File: config.mk
export PLATFORM = sky130hd
export DESIGN_NAME = sign_normalizer
export DESIGN_NICKNAME = d
export VERILOG_FILES = /design/src/rtl/fmdsp_pkg.sv /design/src/rtl/sign_run_detect.sv /design/src/rtl/sign_normalizer.sv
export SDC_FILE = /design/constraint.sdc
export NUM_CORES = 1
export LEC_CHECK = 0
export ABC_AREA = 1
export CAP_MARGIN = 20
export CORE_MARGIN = 2
export CORE_UTILIZATION = 52
export DETAILED_ROUTE_END_ITERATION = 8
export GPL_TIMING_DRIVEN = 1
export HOLD_SLACK_MARGIN = 0.06
export PLACE_DENSITY_LB_ADDON = 0.15
export SKIP_CTS_REPAIR_TIMING = 1
export SYNTH_ARGS = -nofsm -noshare
export SYNTH_HDL_FRONTEND = slang
export SYNTH_SLANG_ARGS = --single-unit
File: constraint.sdc
create_clock -name clk -period 2.7 [get_ports clk]
set_clock_uncertainty 0.15 [all_clocks]
set_input_delay 0.405 -clock clk [delete_from_list [all_inputs] [get_ports clk]]
set_output_delay 0.405 -clock clk [all_outputs]
set_load 0.02 [all_outputs]
File: src/rtl/fmdsp_pkg.sv
// Shared FMDSP definitions: normalizer state encoding and shift-range helper.
package fmdsp_pkg;

    typedef enum logic [1:0] {
        IDLE = 2'd0,
        SCAN = 2'd1,
        DONE = 2'd2
    } state_t;

    function automatic int max_shift(input int width);
        return width - 1;
    endfunction

endpackage

File: src/rtl/sign_run_detect.sv
// Flags when the top 2^k+1 bits of a word are all copies of its sign bit.
module sign_run_detect
    import fmdsp_pkg::*;
#(
    parameter int WIDTH      = 8,
    parameter int SHIFT_BITS = 3
) (
    input  logic [WIDTH-1:0]      cur,
    input  logic [SHIFT_BITS-1:0] k,
    output logic                  run_eq
);

    int span;

    always_comb begin
        span   = 1 << k;
        // A span reaching past the last legal shift position can never be applied.
        run_eq = (span <= max_shift(WIDTH));
        for (int i = 0; i < WIDTH - 1; i++) begin
            if (i < span && cur[WIDTH-2-i] != cur[WIDTH-1]) begin
                run_eq = 1'b0;
            end
        end
    end

endmodule

File: src/rtl/sign_normalizer.sv
// Finds the left shift that strips redundant sign bits, via a binary search
// over power-of-two shift steps (largest first), one step per cycle.
module sign_normalizer
    import fmdsp_pkg::*;
#(
    parameter int WIDTH      = 8,
    parameter int SHIFT_BITS = 3
) (
    input  logic                    clk,
    input  logic                    rst,
    input  logic                    in_valid,
    output logic                    in_ready,
    input  logic signed [WIDTH-1:0] data_in,
    output logic                    out_valid,
    input  logic                    out_ready,
    output logic signed [WIDTH-1:0] data_out,
    output logic [SHIFT_BITS-1:0]   shift_out,
    output logic                    zero_out
);

    state_t                  state;
    state_t                  state_next;
    logic signed [WIDTH-1:0] cur;
    logic [SHIFT_BITS-1:0]   count;
    logic [SHIFT_BITS-1:0]   step;
    logic                    zero;
    logic                    run_eq;
    logic [SHIFT_BITS-1:0]   shift_amt;

    assign shift_amt = SHIFT_BITS'(1) << step;

    sign_run_detect #(
        .WIDTH      (WIDTH),
        .SHIFT_BITS (SHIFT_BITS)
    ) u_run_detect (
        .cur    (cur),
        .k      (step),
        .run_eq (run_eq)
    );

    always_ff @(posedge clk) begin
        if (rst) begin
            state <= IDLE;
        end else begin
            state <= state_next;
        end
    end

    always_comb begin
        state_next = state;
        case (state)
            IDLE:    if (in_valid) state_next = SCAN;
            SCAN:    if (step == '0) state_next = DONE;
            DONE:    if (out_ready) state_next = IDLE;
            default: state_next = IDLE;
        endcase
    end

    always_ff @(posedge clk) begin
        if (rst) begin
            cur   <= '0;
            count <= '0;
            step  <= '0;
            zero  <= 1'b0;
        end else begin
            case (state)
                IDLE: begin
                    if (in_valid) begin
                        cur   <= data_in;
                        count <= '0;
                        step  <= SHIFT_BITS'(SHIFT_BITS - 1);
                        zero  <= (data_in == '0);
                    end
                end
                SCAN: begin
                    if (run_eq) begin
                        cur   <= cur << shift_amt;
                        count <= count + shift_amt;
                    end
                    if (step != '0) begin
                        step <= step - 1'b1;
                    end
                end
                default: ;
            endcase
        end
    end

    // A zero operand runs the full scan for fixed latency; its result is masked here.
    always_comb begin
        in_ready  = (state == IDLE);
        out_valid = (state == DONE);
        data_out  = '0;
        shift_out = '0;
        zero_out  = 1'b0;
        if (state == DONE) begin
            zero_out = zero;
            if (!zero) begin
                data_out  = cur;
                shift_out = count;
            end
        end
    end

endmodule

Word-level counts from Yosys, hierarchy flattened
Index checks and enable logic that the tools add are counted.

Bits in registers: 17. Logic and storage cells: 73. Output and inout bits: 14. Input port bits: 12.

Muxes and demuxes: 25. Equality and inequality tests: 14. $lt $le $gt $ge: 8. Add/subtract/negate cells: 2. Reductions and logical operators: 16. Shift-type cells: 3.

Operator list (count): $lt A4 B32 Y1 const A (3); $lt A3 B32 Y1 const A (2); $le A32 B4 Y1 const B (1); $lt A1 B32 Y1 const A (1); $lt A2 B32 Y1 const A (1); $mux W8 (4); $shl A1 B3 Y32 const A (1); $mux W3 (6); $pmux W8 S2 (1); $pmux W3 S2 (2); $reduce_and A3 Y1 (3); $logic_not A8 Y1 (1); $mux W1 (8); $ne A2 B2 Y1 const B (4); $shl A8 B3 Y8 (1); $logic_and A1 B1 Y1 (7); $ne A1 B1 Y1 (7); $mux W2 (3); $pmux W2 S3 (1); $add A3 B3 Y3 (1); $logic_not A3 Y1 (1); $reduce_bool A3 Y1 (1); $shl A1 B3 Y3 const A (1); $sub A3 B1 Y3 const B (1); 6 further kinds (6).

Depth between registers and ports, before layout
Gate-level depths: netlist of the first run.

Depth in word-level cells: 12. Gate-level depth with buffers: 14. Mapped depth without buffers: 12.

Modules after synthesis
A second synthesis of the first run with hierarchy kept.

Cells, all modules: 216. Area total of the unflattened synthesis: 1348.8 µm².

By module, submodules not included: sign_normalizer (area each 1258.7 µm², cells each 195, sequential area each 340.3 µm², instances 1); sign_run_detect (area each 90.1 µm², cells each 21, sequential area each 0.0 µm², instances 1).

Worst setup path before layout of the first run
No wires, ideal clock.

Path kind: reg2reg. From: reg step[0]. To: reg count[2]. Data required time: 2437 ps. Library setup time: 113 ps. Stages on the path, launching flop included: 14. Buffers on the path: 2. Slack: 596 ps. Clock period less this slack: 2104 ps. Data arrival time: 1840 ps. Path through: dfxtp_1 inv_1 ha_1 buf_4 nand2_4 buf_8 inv_1 ha_1 ha_1 o21bai_1 o21ai_0 a21oi_1 nor2_1 nor2_1.

Longest elaborated chain between the ends: 12. Elaborated cells on any way between the ends: 29. Those cells by class: add/sub (1); order compare (8); eq/ne (1); shift (2); mux (9); reduce/logical (8).

RTL lines: start, declared (line sign_normalizer.sv:25) `logic [SHIFT_BITS-1:0] step;`; start signal, assigned (line sign_normalizer.sv:71) `step <= SHIFT_BITS'(SHIFT_BITS - 1);`; start signal, assigned (line sign_normalizer.sv:81) `step <= step - 1'b1;`; $shl A1 B3 Y32 (line sign_run_detect.sv:16) `span = 1 << k;`; $lt A1 B32 Y1 (line sign_run_detect.sv:20) `if (i < span && cur[WIDTH-2-i] != cur[WIDTH-1]) begin`; $logic_and A1 B1 Y1 (line sign_run_detect.sv:20); $mux W1 (7 in series) (line sign_run_detect.sv:20); $ne A2 B2 Y1 (no line); $reduce_and A3 Y1 (no line); end signal, assigned (line sign_normalizer.sv:78) `count <= count + shift_amt;`; end, declared (line sign_normalizer.sv:24) `logic [SHIFT_BITS-1:0] count;`.

Parallel ways exist; a longest one is shown, timed or not. The select of a mux whose other input is x is not followed. A chain may end at the register's enable or synchronous reset.

Worst setup path after layout of the first run
From: reg state[1]. To: out data_out[2].

Longest elaborated chain between the ends: 2.

RTL lines: start, declared (line sign_normalizer.sv:21) `state_t state;`; start signal, assigned (line sign_normalizer.sv:45) `state <= state_next;`; $eq A2 B2 Y1 (line sign_normalizer.sv:96) `if (state == DONE) begin`; $mux W8 (line sign_normalizer.sv:96); end, declared (line sign_normalizer.sv:16) `output logic signed [WIDTH-1:0] data_out,`.

Every way passes these cells.

==> results.md, run 1 <==
- Status: complete, no violations
- Util after Layout: 63.9%
- Core area: 2690 um^2
- Initial antenna violation count: 0
- Clock root cell: clkbuf_4
- HPWL after DPL: 2910 um
- R2R cell count: 11
- Worst reg-to-reg setup slack: 0.41 ns
- Max Clk Rate: 0.407 GHz
- Register area share after synthesis: 23.5%
- # port buffers: 25
- Clock transition at path regs: around 0.11 ns
- CP Launch Type: flip-flop
- Routed length per placed instance: 12.7 um
- Number of max-cap violations: 0
- Fin crit share: 91.0%
- Most common cell after layout, fill and taps aside: nand2_1
- Min Tclk post-route: 2.46 ns
- I/O pin count: 26
- Final setup fails: 0
- Net Sw Power: around 400 uW
- Final Non-Filler Cells: roughly 290
- Number of synthesized register bits: 17
- Met3 usage in global routing: roughly 2.5%
- CP max FO: 9
- DP Area: 1690 um^2
- Worst Path Required: 2.14 ns
- Max_slew headroom: 71.6%
- # nets final: roughly 280
- Die area: ~3200 um^2
- Min-Delay Path Class: flip-flop to flip-flop
- Global route total overflow: 0
- Setup crit end kind: primary output
- Routed WL: ~3700 um
- Clock share of power: ~16%
- Final Worst Setup Slack: 0.244 ns
- Synth area leaders: dfxtp_1 (24%), nand2_1 (15%), nor2_1 (13%), ha_1 (6.1%), inv_1 (6.0%)
- Top Usage Layer GRT: met2
- Final Hold Vio Count: 0
- Final Slew Violations: 0
- Crit. Startpoint: state[1]
- Reg2reg start: step[0]
- PD cells: 526 nW/um^2
- Library cells used by synthesis: 31
- Area Overhead vs Synth: 18.8%
- H-tree Lvls: 1
- Final setup TNS: 0 ns
- Max rail drop VDD: 0.000421 V
- Worst slew pin tran: 0.425 ns
- Final ANT Viol Nets: 0
- Post-synth EDFFs: 0
- Gr usage total: 25.1%
- Logic pwr share: 46.6%
- Pin count of the biggest net entering global routing: 14
- Via-to-Cell Ratio: 5.31
- Sw Share: 44.3%
- Post-synth top area share: a little under a quarter
- CTS tree: done
- Die X: between 50 and 60 um
- Total CTS buffers: 3
- DRT Pass-1 Iters: 4
- Crit path arrival time: 1.90 ns
- Clk_lat worst skew: 0.31 ns
- Mapped Nets: 258
- 1st-iter DRT viols: 76
- Int Pwr: 503 uW
- Leakage Power: 0.000787 uW
- Dpl ws: 0.470 ns
- Cells after DPL: 290
- Seq pwr share: 37.1%
- Cell count after synthesis: 239
- Synth area leader: dfxtp_1
- Worst hold endpoint: step[0]
- Layout cells sized above 1: 7.22%
- Global-route wire length before repair: 6410 um
- Setup CP Type: flip-flop to primary output
- GP Congestion: ~0.9
- Predominant post-synthesis flop cell: dfxtp_1
- Clock Path Buffers: 2
- Avg Cell Area, Syn: 6.05 um^2
- Hold Startpoint: step[0]
- Initial Util: between 50% and 60%
- RSZ-0062 raised after global routing: false
- Drc violations: 0
- Commonest non-fill, non-tap cells in the layout: nand2_1 (59), nor2_1 (50), clkdlybuf4s50_1 (25), inv_1 (23), dfxtp_1 (17)
- Die Height: approximately 57 um
- Met2 Use GR: 39.5%
- Cell Area, Synth: 1450 um^2
- Final instance area: 1720 um^2
- WHS Path Cells: 2
- Met1 Use GR: 35.2%
- Clock sink total: 17
- DR vias: about 1.6k
- YS warnings: 0
- Num rows: 19
- FF-to-FF End: count[2]
- N_diodes: 0
- Vias in the first global route: 1,443
- Ys async rst share: 0%
[power by group through the flow]
stage / clock [uW] / combinational [uW] / sequential [uW]
2_1_floorplan: 0 / 345 / 321
3_3_place_gp: 0 / 415 / 341
3_5_place_dp: 0 / 417 / 341
4_1_cts: 150 / 419 / 336
5_1_grt: 157 / 475 / 344
6_report: 147 / 421 / 335
[state kept, by name (all words and copies together) (netlist names)]
name / flops
count: 3
state: 2
zero: 1
step: 3
cur: 8
[stage by stage]
stage	hold WS, ns	total power (uW)
after global placement	0.330	755
after floorplan	0.312	665
final	0.365	903
after global routing	0.397	976
after CTS	0.367	904
after detailed placement	0.346	757
[cell families after synthesis]
family,after synthesis,synth area share [%]
simple gates,139,41.0
compound gates,38,16.1
buf+inv,34,10.8
flops,17,23.6
fa+ha+maj,7,6.06
xor+xnor,4,2.42
[cell type report]
| class | instances | area, um^2 |
|---|---|---|
| clock buffers | 4 | 26.3 |
| fillers | 262 | 970 |
| inverters | 28 | 105 |
| multi-input cells | 188 | 948 |
| flip-flops and latches | 17 | 340 |
| well taps | 31 | 38.8 |
| repair buffers | 26 | 258 |
[routing by layer]
layer	routed length (um)	vias to the layer above
met2	1590	59
met1	1830	680
li1	-	813
met3	222	9
met4	76	0
met5	0	-
[Yosys cell counts, types with 2 or more instances]
library cell,count
o21ai_0,7
nor4_1,3
o21ai_1,8
a21oi_1,12
nand3_1,16
a31oi_1,2
nand2_4,2
inv_1,23
nand2_2,6
o211ai_1,3
xor2_1,3
nor2_1,50
nand2_1,59
inv_2,4
buf_4,2
a32o_1,2
dfxtp_1,17
ha_1,7
[how the worst max path moves through the flow]
| stage | to | slack (ns) | cells after the start |
|---|---|---|---|
| floorplan | count[2] | 0.60 | 13 |
| global placement | count[2] | 0.54 | 11 |
| detailed placement | count[2] | 0.47 | 11 |
| CTS | data_out[2] | 0.22 | 5 |
| global route | data_out[1] | 0.06 | 5 |
| finish | data_out[2] | 0.24 | 5 |
[worst max-delay path, stage by stage, from the launching register on]
cell	delay [ns]
dfxtp_1	0.34
inv_1	0.05
nor2_1	0.16
nand2_1	0.27
nor2_1	0.16
clkdlybuf4s50_1	0.61
Power figures use the tool's default switching activity.
==> run 2: changes to the inputs <==
--- a/config.mk
+++ b/config.mk
@@ -11,7 +11,7 @@
 export CORE_UTILIZATION = 52
 export DETAILED_ROUTE_END_ITERATION = 8
 export GPL_TIMING_DRIVEN = 1
-export HOLD_SLACK_MARGIN = 0.06
+export HOLD_SLACK_MARGIN = 0.03
 export PLACE_DENSITY_LB_ADDON = 0.15
 export SKIP_CTS_REPAIR_TIMING = 1
 export SYNTH_ARGS = -nofsm -noshare
==> results of run 2 <==
Final layout, timing and power as in run 1 (identical DEF).
==> run 3: changes to the inputs <==
--- a/config.mk
+++ b/config.mk
@@ -7,13 +7,17 @@
 export LEC_CHECK = 0
 export ABC_AREA = 1
 export CAP_MARGIN = 20
+export CELL_PAD_IN_SITES_DETAIL_PLACEMENT = 1
+export CELL_PAD_IN_SITES_GLOBAL_PLACEMENT = 1
 export CORE_MARGIN = 2
-export CORE_UTILIZATION = 52
+export CORE_UTILIZATION = 37
+export CTS_BUF_LIST = sky130_fd_sc_hd__clkbuf_8
 export DETAILED_ROUTE_END_ITERATION = 8
 export GPL_TIMING_DRIVEN = 1
 export HOLD_SLACK_MARGIN = 0.03
 export PLACE_DENSITY_LB_ADDON = 0.15
 export SKIP_CTS_REPAIR_TIMING = 1
+export SLEW_MARGIN = 20
 export SYNTH_ARGS = -nofsm -noshare
 export SYNTH_HDL_FRONTEND = slang
 export SYNTH_SLANG_ARGS = --single-unit
==> results.md, run 3 (synthesis results as in run 1) <==
- Status: complete, no violations (unchanged)
- Crit path arrival time: 1.87 ns (was 1.90 ns)
- Cells after DPL: 307 (was 290)
- DR vias: 1,572 (was 1,561)
- Biggest register: cur (unchanged)
- Min-Delay Path Class: flip-flop to flip-flop (unchanged)
- Met3 usage in global routing: 2.53% (about the same)
- Gr usage total: 22.8% (was 25.1%)
- Met2 Use GR: 39.4% (was 39.5%)
- Net Sw Power: 418 uW (was 400 uW)
- Setup crit end kind: primary output (unchanged)
- Die X: 66.5 um (was 56.7 um)
- Final Non-Filler Cells: 311 (was 294)
- Most common cell after layout, fill and taps aside: nand2_1 (unchanged)
- Final setup TNS: 0 ns (unchanged)
- CP bufs+invs: 2 (unchanged)
- Global route total overflow: 0 (unchanged)
- CTS tree: done (unchanged)
- Vias in the first global route: 1,645 (was 1,443)
- Util after Layout: 47.3% (was 63.9%)
- Commonest non-fill, non-tap cells in the layout: nand2_1 (59), nor2_1 (50), clkdlybuf4s50_1 (25), inv_1 (23), dfxtp_1 (17) (unchanged)
- Int Pwr: 548 uW (was 503 uW)
- Final instance area: 1760 um^2 (was 1720 um^2)
- Max_slew headroom: 70.9% (was 71.6%)
- Initial Util: 38.9% (was 53.8%)
- Met1 Use GR: 29.9% (was 35.2%)
- Routed WL: 4460 um (was 3720 um)
- Min Tclk post-route: 2.43 ns (was 2.46 ns)
- Layout cells sized above 1: 7.60% (was 7.22%)
- PD cells: 550 nW/um^2 (was 526 nW/um^2)
- Max rail drop VDD: 0.000307 V (was 0.000421 V)
- N_diodes: 0 (unchanged)
- Clock share of power: 20.3% (was 16.2%)
- Pin count of the biggest net entering global routing: 14 (unchanged)
- Worst slew pin tran: 0.436 ns (was 0.425 ns)
- Most frequent CP cell: nor2_1 (unchanged)
- Clock Path Buffers: 2 (unchanged)
- Seq pwr share: 35.1% (was 37.1%)
- Delay-heaviest family, CP: buffers and inverters (unchanged)
- Final Slew Violations: 0 (unchanged)
- DP Area: 1710 um^2 (was 1690 um^2)
- Drc violations: 0 (unchanged)
- CP max FO: 9 (unchanged)
- Logic pwr share: 44.6% (was 46.6%)
- DRT Pass-1 Iters: 4 (unchanged)
- RSZ-0062 raised after global routing: false (unchanged)
- Num rows: 22 (was 19)
- CP Launch Type: flip-flop (unchanged)
- Largest registers: cur (8), count (3), step (3) (unchanged)
- Final Hold Vio Count: 0 (unchanged)
- Area Overhead vs Synth: 21.6% (was 18.8%)
- Clock transition at path regs: 0.07 ns (was 0.11 ns)
- CP max-delay cell: clkdlybuf4s50_1 (unchanged)
- I/O pin count: 26 (unchanged)
- 1st-iter DRT viols: 43 (was 76)
- Clk_lat worst skew: 0.25 ns (was 0.31 ns)
- Routed length per placed instance: 14.3 um (was 12.7 um)
- Max Clk Rate: 0.412 GHz (was 0.407 GHz)
- Fin crit share: 90.0% (was 91.0%)
- H-tree Lvls: 1 (unchanged)
- GP Congestion: 0.893 (was 0.913)
- Top Usage Layer GRT: met2 (unchanged)
- Worst Path Required: 2.14 ns (about the same)
- Peak per-stage delay on the critical path: 0.61 ns (about the same)
- Core area: 3720 um^2 (was 2690 um^2)
- # port buffers: 25 (unchanged)
- Clock sink total: 17 (unchanged)
- Final ANT Viol Nets: 0 (unchanged)
- Via-to-Cell Ratio: 5.05 (was 5.31)
- Global-route wire length before repair: 7680 um (was 6410 um)
- HPWL after DPL: 3500 um (was 2910 um)
- Die area: 4420 um^2 (was 3220 um^2)
- Clock root cell: clkbuf_8 (was clkbuf_4)
- Sw Share: 43.3% (was 44.3%)
- Crit path cell chain: inv_1 -> nor2_1 -> nand2_1 -> nor2_1 -> clkdlybuf4s50_1 (unchanged)
- Max FFs per register: 8 (unchanged)
- Number of max-cap violations: 0 (unchanged)
- Setup CP Type: flip-flop to primary output (unchanged)
- Final setup fails: 0 (unchanged)
- Leakage Power: 0.000797 uW (was 0.000787 uW)
- WHS: 0.365 ns (about the same)
- Initial antenna violation count: 0 (unchanged)
- Total CTS buffers: 3 (unchanged)
- Die Height: 66.5 um (was 56.7 um)
- # nets final: 283 (unchanged)
## run 3: changes by cell type in the layout (fill, tap and decap cells not counted), sizes merged
cell / previous run / this run
clkinv: 1 / 2
clkbuf: 4 / 3
## run 3: power by group through the flow
| stage | combinational [uW] | sequential [uW] | clock (uW) |
|---|---|---|---|
| final | 431 | 339 | 196 |
| after global routing | 495 | 345 | 216 |
| after CTS | 434 | 339 | 202 |
| after detailed placement | 431 | 344 | 0 |
| after global placement | 422 | 344 | 0 |
| after floorplan | 345 | 321 | 0 |
## run 3: worst min-delay path, cell delays in order, from the launching register on
cell	delay, ns
dfxtp_1	0.34
nand2_1	0.08
a21oi_1	0.05
## run 3: metrics by stage
| step | setup WS (ns) | total power, uW |
|---|---|---|
| 2_1_floorplan | 0.596 | 665 |
| 3_3_place_gp | 0.500 | 765 |
| 3_5_place_dp | 0.399 | 775 |
| 4_1_cts | 0.232 | 974 |
| 5_1_grt | 0.106 | 1060 |
| 6_report | 0.271 | 966 |
## run 3: layout make-up
cell class | count | area (um^2)
flip-flops and latches | 17 | 340
clock inverters | 1 | 5.00
multi-input cells | 188 | 948
well taps | 48 | 60.1
inverters | 28 | 105
clock buffers | 3 | 41.3
repair buffers | 26 | 258
fillers | 529 | 1960
## run 3: final timing paths
path	start	endpoint	slack, ns	depth (start not counted)
hold reg to reg	step[0]	step[0]	0.37	2
setup reg to reg	step[0]	count[2]	0.39	11
hold / removal	step[0]	step[0]	0.37	2
setup / recovery	state[1]	data_out[4]	0.27	5
## run 3: per-layer routing
layer	wire (um)	part of all wire, %
met5	0	0
met4	63	1.4
met3	142	3.2
met2	2090	47
met1	2160	49
